$ cat src/rtl/instr_fetch_unit.sv
// Instruction fetch front end: owns the PC, reads words from instruction memory
// over req/ack, and holds the fetched word for the opcode controller.
module instr_fetch_unit #(
   parameter int                ADDR_W   = 16,
   parameter int                INSTR_W  = 16,
   parameter logic [ADDR_W-1:0] RESET_PC = '0
) (
   input  logic               clk,
   input  logic               rst_n,
   output logic               imem_req,
   output logic [ADDR_W-1:0]  imem_addr,
   input  logic               imem_ack,
   input  logic [INSTR_W-1:0] imem_rdata,
   input  logic               stall,
   input  logic               redirect,
   input  logic [ADDR_W-1:0]  redirect_pc,
   output logic [INSTR_W-1:0] instr,
   output logic [3:0]         op_code,
   output logic [ADDR_W-1:0]  pc_plus1,
   output logic               instr_valid,
   output logic               illegal_op,
   output logic [15:0]        fetch_count
);

   localparam logic [1:0] S_IDLE  = 2'd0;
   localparam logic [1:0] S_REQ   = 2'd1;
   localparam logic [1:0] S_VALID = 2'd2;

   // One bit per opcode; set bits are the opcodes the controller implements.
   localparam logic [15:0] LEGAL_OPS = 16'hC5C7;

   logic [1:0]        state;
   logic [ADDR_W-1:0] pc;
   logic [ADDR_W-1:0] addr_q;
   logic              squash;

   always_ff @(posedge clk or negedge rst_n) begin
      if (!rst_n) begin
         state       <= S_IDLE;
         pc          <= RESET_PC;
         addr_q      <= RESET_PC;
         instr       <= '0;
         pc_plus1    <= '0;
         fetch_count <= '0;
         squash      <= 1'b0;
      end else begin
         case (state)
            S_IDLE: begin
               state <= S_REQ;
               if (redirect) begin
                  pc     <= redirect_pc;
                  addr_q <= redirect_pc;
               end else begin
                  addr_q <= pc;
               end
            end
            S_REQ: begin
               if (imem_ack) begin
                  // A redirect seen during or at the end of the access makes the word stale.
                  if (squash || redirect) begin
                     squash <= 1'b0;
                     if (redirect) pc <= redirect_pc;
                     state  <= S_IDLE;
                  end else begin
                     instr    <= imem_rdata;
                     pc_plus1 <= addr_q + 1'b1;
                     pc       <= addr_q + 1'b1;
                     state    <= S_VALID;
                  end
               end else if (redirect) begin
                  pc     <= redirect_pc;
                  squash <= 1'b1;
               end
            end
            S_VALID: begin
               if (redirect) begin
                  pc    <= redirect_pc;
                  state <= S_IDLE;
               end else if (!stall) begin
                  fetch_count <= fetch_count + 16'd1;
                  state       <= S_IDLE;
               end
            end
            default: state <= S_IDLE;
         endcase
      end
   end

   assign imem_req    = (state == S_REQ);
   assign imem_addr   = addr_q;
   assign instr_valid = (state == S_VALID);
   assign op_code     = instr[INSTR_W-1:INSTR_W-4];
   assign illegal_op  = instr_valid && !LEGAL_OPS[op_code];

endmodule

$ cat config.mk
export PLATFORM = sky130hd
export DESIGN_NAME = instr_fetch_unit
export DESIGN_NICKNAME = d
export VERILOG_FILES = /design/src/rtl/instr_fetch_unit.sv
export SDC_FILE = /design/constraint.sdc
export NUM_CORES = 1
export LEC_CHECK = 0
export ABC_CLOCK_PERIOD_IN_PS = 3100
export CAP_MARGIN = 20
export CORE_AREA = 5 5 112 114
export DETAILED_ROUTE_END_ITERATION = 16
export DIE_AREA = 0 0 117 119
export PLACE_DENSITY = 0.61
export SYNTH_ARGS = -nofsm -noshare
export SYNTH_HDL_FRONTEND = slang
export SYNTH_SLANG_ARGS = --single-unit
export TNS_END_PERCENT = 20
$ cat constraint.sdc
create_clock -name clk -period 3.1 [get_ports clk]
set_input_delay 0.62 -clock clk [delete_from_list [all_inputs] [get_ports clk]]
set_output_delay 0.62 -clock clk [all_outputs]
set_load 0.01 [all_outputs]
==> reports/metrics.yaml, run 1 <==
cts_buffers: 9
antenna_found_initial: 0
seq_area_mm2: 0.002077
start_kind: "flip-flop"
max_cap_viol_count: 0
placedCellCount: 615
power.internal_mw: 2.920
wl_met1_mm: 4.692
portBuffers: 107
root_buffer: "clkbuf_16"
hold_path.class: "primary input to asynchronous set/reset pin"
wl_met2_mm: 4.521
ir_drop_mv: 0.3569
postCtsResizedCells: 0
reg2reg_from: "imem_addr[2]"
final.setup.tns_ps: 0
postCtsSetupRepairBufs: 0
die_area_mm2: 0.01392
arrival_ps: 1790
layout-drive-gt1-share_pct: 6.148
r2r_slack_ps: 980
cellLeakagePower_nw: 2.303
drc: 0
fmax_ghz: 0.4146
rsz0062_at_grt: "no"
clock-skew-final_ps: 9.756
fp.dieW_um: 117
gr-total-overflow: 0
synth_top_area_share_pct: 54.84
slew_headroom_pct: 59.80
path_max_fanout: 8
reg2reg_to: "pc[15]"
combPwrFrac_pct: 34.6
yosys.area.top_type: "dfrtp_1"
drt-initial-drc-count: 159
ios: 108
hpwl_mm: 7.096
vias: 3121
synthTopCellsByCount: "nand2_1, dfrtp_1, o21ai_0, a21oi_1"
p_seq_share_pct: 40.6
synth_area_leaders: "dfrtp_1, nand2_1, mux2i_1, xnor2_1, o21ai_0"
endpoint_kind: "output port"
grt_max_degree: 84
core_area_mm2: 0.01132
p_per_area_mw_per_mm2: 816.8
cp-startpoint: "state[1]"
p_switching_mw: 1.394
cp.required_ps: 2480
cts.sinks: 83
rr_worst_depth: 4
hold_buffers: 0
fp-row-count: 39
finalSetupViolCount: 0
cts_tree: "yes"
initial_core_util_pct: 33.45
syn_avg_cell_area_um2: 9.915
synth_ff_type: "dfrtp_1"
synth-seq-area-share_pct: 54.84
ant_nets: 0
diodes: 0
synth.distinct_cells: 41
synth-warning-count: 0
synthArstFlopShare_pct: 100.0
ys_ff_latch: 83
grt_usage_pct: 14.70
utilization_pct: 46.65
area_growth_pct: 39.45
p_clk_share_pct: 24.8
timing.final.crit_share_pct: 77.80
period_needed_ps: 2412
synth_enable_flop_cells: 0
topRoutingLayerUsed: "met4"
fin_cells: 631
final_hold_viol_count: 0
clockBufferDepth: 2
netlist_area_mm2: 0.003787
synth_most_common_cell: "nand2_1"
place_congestion: 0.7766
grt_pass1_vias: 3138
status: "finished, final reports clean"
firstDrtPassIters: 4
totalWireLength_mm: 10.03
hold_slack_ps: 126.9
dr_wl_met3_um: 712
endpoint: "illegal_op"
worstSkewPairLatency_ps: 330
wl_per_cell_um: 15.89
sw_frac_of_total_pct: 32.31
fill_cells: 1060
report.final.slew_viol_count: 0
drt-vias-per-instance: 4.946
grt_pass1_wl_mm: 16.42
path_class: "flip-flop to output port"
die_h_um: 119
synth_nets: 421
path_clk_slew_ps: 60
htreeDepth: 3
multiInputGateArea_mm2: 0.001567
fin_nets: 523
worst_pin_slew_ps: 597.5
postSynthCellCount: 382
power by group through the flow:
stage	sequential, mW	clock, mW	combinational, mW
floorplan	1.83	0	0.550
global placement	1.76	0	1.48
detailed placement	1.76	0	1.51
CTS	1.75	1.09	1.51
global route	1.82	1.14	1.64
finish	1.75	1.07	1.49
logic make-up (layout without fill, tap and decap cells):
family	count (synthesis)	count (layout)	synth area share (%)
simple gates	153	153	18.73
flops	83	83	54.84
compound gates	71	71	10.90
buf+inv	29	135	3.865
xor+xnor	26	26	6.211
mux	18	18	4.790
fa+ha+maj	2	2	0.6606
layout make-up:
| class | instances | share of cell area (%) |
|---|---|---|
| well taps | 143 | 3.388 |
| clock buffers | 13 | 4.928 |
| repair buffers | 114 | 21.61 |
| multi-input cells | 270 | 29.66 |
| flip-flops and latches | 83 | 39.33 |
| clock inverters | 2 | 0.6633 |
| inverters | 6 | 0.4264 |
state kept, by name, indices dropped and copies added (netlist names):
register,cells
pc_plus1,16
state,2
imem_addr,16
squash,1
instr,16
fetch_count,16
pc,16
worst min path at each step:
stage                          from               to  depth (start not counted)
global route                  rst_n     pc_plus1[13]                          1
floorplan                     rst_n   fetch_count[0]                          0
global placement    fetch_count[15]  fetch_count[15]                          1
detailed placement         instr[8]         instr[8]                          2
finish                        rst_n            pc[7]                          1
CTS                 fetch_count[15]  fetch_count[15]                          1
per-stage QoR:
stage	setup WS [ps]	power (mW)	area [µm²]
2_1_floorplan	1258	2.382	3787
3_3_place_gp	706.5	3.246	4959
3_5_place_dp	652.7	3.272	4959
4_1_cts	654.4	4.362	5254
5_1_grt	540.3	4.593	5281
6_report	688.1	4.314	5281
critical path, stage by stage (launching register included):
cell             delay, ps
dfrtp_1                500
nor2b_1                270
and2_1                 170
clkdlybuf4s50_1        530
routing by layer:
layer	GRT usage (%)	up-vias
met5	0	-
met4	3.871	0
met3	3.651	9
met2	22.30	104
met1	20.97	1494
li1	-	1514
cell usage in the layout (no fill, tap or decap), types with 2 or more instances in the layout:
master / count
a21oi_1: 21
a22oi_1: 3
and2_1: 2
and3_1: 4
and4_1: 2
buf_4: 7
clkbuf_1: 2
clkbuf_16: 9
clkbuf_8: 2
clkdlybuf4s50_1: 106
dfrtp_1: 83
ha_1: 2
inv_1: 6
mux2i_1: 17
nand2_1: 91
nand3_1: 8
nand4_1: 7
nor2_1: 16
nor2b_1: 3
nor3_1: 6
nor4_1: 4
o21a_1: 3
o21ai_0: 26
o221a_2: 2
o22ai_1: 12
xnor2_1: 16
xor2_1: 9
Note: power is estimated with default switching activity, not from simulation.
==> inputs of run 2 (changes only) <==
--- a/config.mk
+++ b/config.mk
@@ -5,7 +5,7 @@
 export SDC_FILE = /design/constraint.sdc
 export NUM_CORES = 1
 export LEC_CHECK = 0
-export ABC_CLOCK_PERIOD_IN_PS = 3100
+export ABC_CLOCK_PERIOD_IN_PS = 2400
 export CAP_MARGIN = 20
 export CORE_AREA = 5 5 112 114
 export DETAILED_ROUTE_END_ITERATION = 16
==> constraint.sdc (replaced) <==
create_clock -name clk -period 2.4 [get_ports clk]
set_input_delay 0.48 -clock clk [delete_from_list [all_inputs] [get_ports clk]]
set_output_delay 0.48 -clock clk [all_outputs]
set_load 0.01 [all_outputs]
==> run 2 against run 1 <==
Against the previous run: cell count rose by 0.48%; sequential share of layout area barely moved; global-route usage rose by 0.41 points; clock skew fell by 4.7 ps; sequential power rose by 28%; routed wire length rose by 1.6%; non-clock buffer count rose by 4; flip-flop and latch count did not move; die area did not move; utilization barely moved; first-iteration DRC count rose by 7.5%; critical path depth did not move; critical endpoint unchanged.
==> reports/metrics.yaml, run 2 (synthesis gave the netlist of run 1 again) <==
ant_nets: 0
cellLeakagePower_nw: 2.298
rsz0062_at_grt: "no"
worstSkewPairLatency_ps: 330
cp.required_ps: 1920
area_growth_pct: 39.35
final.setup.tns_ps: 0
firstDrtPassIters: 4
reg2reg_from: "imem_addr[7]"
hold_buffers: 0
root_buffer: "clkbuf_16"
top_usage_layer: "met2"
fill_cells: 1113
max_cap_viol_count: 0
portBuffers: 107
fmax_ghz: 0.4480
fin_nets: 527
fin_ws_ps: 167.6
placedCellCount: 620
fp-row-count: 39
grt_pass1_vias: 3269
cts_tree: "yes"
use_met2_pct: 22.19
timing.final.crit_share_pct: 93.02
final_cell_mix: "clkdlybuf4s50_1, nand2_1, dfrtp_1, o21ai_0, a21oi_1"
dpl_cell_area_mm2: 0.005034
gr-total-overflow: 0
drt-vias-per-instance: 4.934
cp-startpoint: "state[0]"
die_area_mm2: 0.01392
clock-skew-final_ps: 5.082
hold_path.class: "primary input to asynchronous set/reset pin"
report.final.slew_viol_count: 0
hpwl_mm: 7.342
grt_usage_pct: 15.11
period_needed_ps: 2232
grt_pass1_wl_mm: 16.84
ios: 108
hold_slack_ps: 142.1
finalSetupViolCount: 0
p_per_area_mw_per_mm2: 1027
status: "finished, final reports clean"
die_h_um: 119
fin_cells: 634
start_kind: "flip-flop"
fp.dieW_um: 117
layout_commonest_cell: "clkdlybuf4s50_1"
grtUsageMet3_pct: 4.006
core_area_mm2: 0.01132
grtUsageMet1_pct: 21.91
path_max_fanout: 9
postCtsSetupRepairBufs: 0
totalPowerFinal_mw: 5.420
cts_buffers: 9
totalWireLength_mm: 10.19
arrival_ps: 1750
pre_cts_ws_ps: 117.7
vias: 3128
path_clk_slew_ps: 60
postCtsResizedCells: 0
grt_max_degree: 44
drt-initial-drc-count: 171
wl_per_cell_um: 16.07
cts.sinks: 83
slew_headroom_pct: 63.04
stdcell_area_mm2: 0.005278
worst_pin_slew_ps: 554.4
utilization_pct: 46.62
layout-drive-gt1-share_pct: 6.110
antenna_found_initial: 0
diodes: 0
final_hold_viol_count: 0
drc: 0
htreeDepth: 3
endpoint_kind: "output port"
place_congestion: 0.7844
ir_drop_mv: 0.4596
clockBufferDepth: 2
path_class: "flip-flop to output port"
initial_core_util_pct: 33.45
[run 2: final cells by class]
cell class / instances / area (µm²) / area share [%]
inverters: 6 / 22.52 / 0.4267
well taps: 143 / 178.9 / 3.390
clock buffers: 14 / 244.0 / 4.623
repair buffers: 118 / 1189 / 22.52
multi-input cells: 270 / 1567 / 29.68
flip-flops and latches: 83 / 2077 / 39.36
[run 2: layer usage]
| metal | vias to the layer above | part of all wire (%) |
|---|---|---|
| met1 | 1504 | 48 |
| met4 | 0 | 0.77 |
| met2 | 99 | 44 |
| met3 | 7 | 6.9 |
| li1 | 1518 | - |
| met5 | - | 0 |
[run 2: power by group]
part	total [mW]	internal (mW)	switching [mW]
Combinational	1.98	1.10	0.880
Clock	1.20	0.692	0.506
Sequential	2.24	1.84	0.402
[run 2: final timing paths]
check | end | slack (ps) | cells past startpoint
max | illegal_op | 170 | 3
max in group asynchronous | fetch_count[7] | 1640 | 2
min | pc_plus1[13] | 140 | 1
max reg2reg | pc[15] | 600 | 4
min reg2reg | instr[0] | 470 | 2
min in group clk | instr[0] | 470 | 2
[run 2: critical path, stage by stage, from the launching register on]
cell,delay [ps]
dfrtp_1,480
nor2b_1,260
and2_1,160
clkdlybuf4s50_1,530
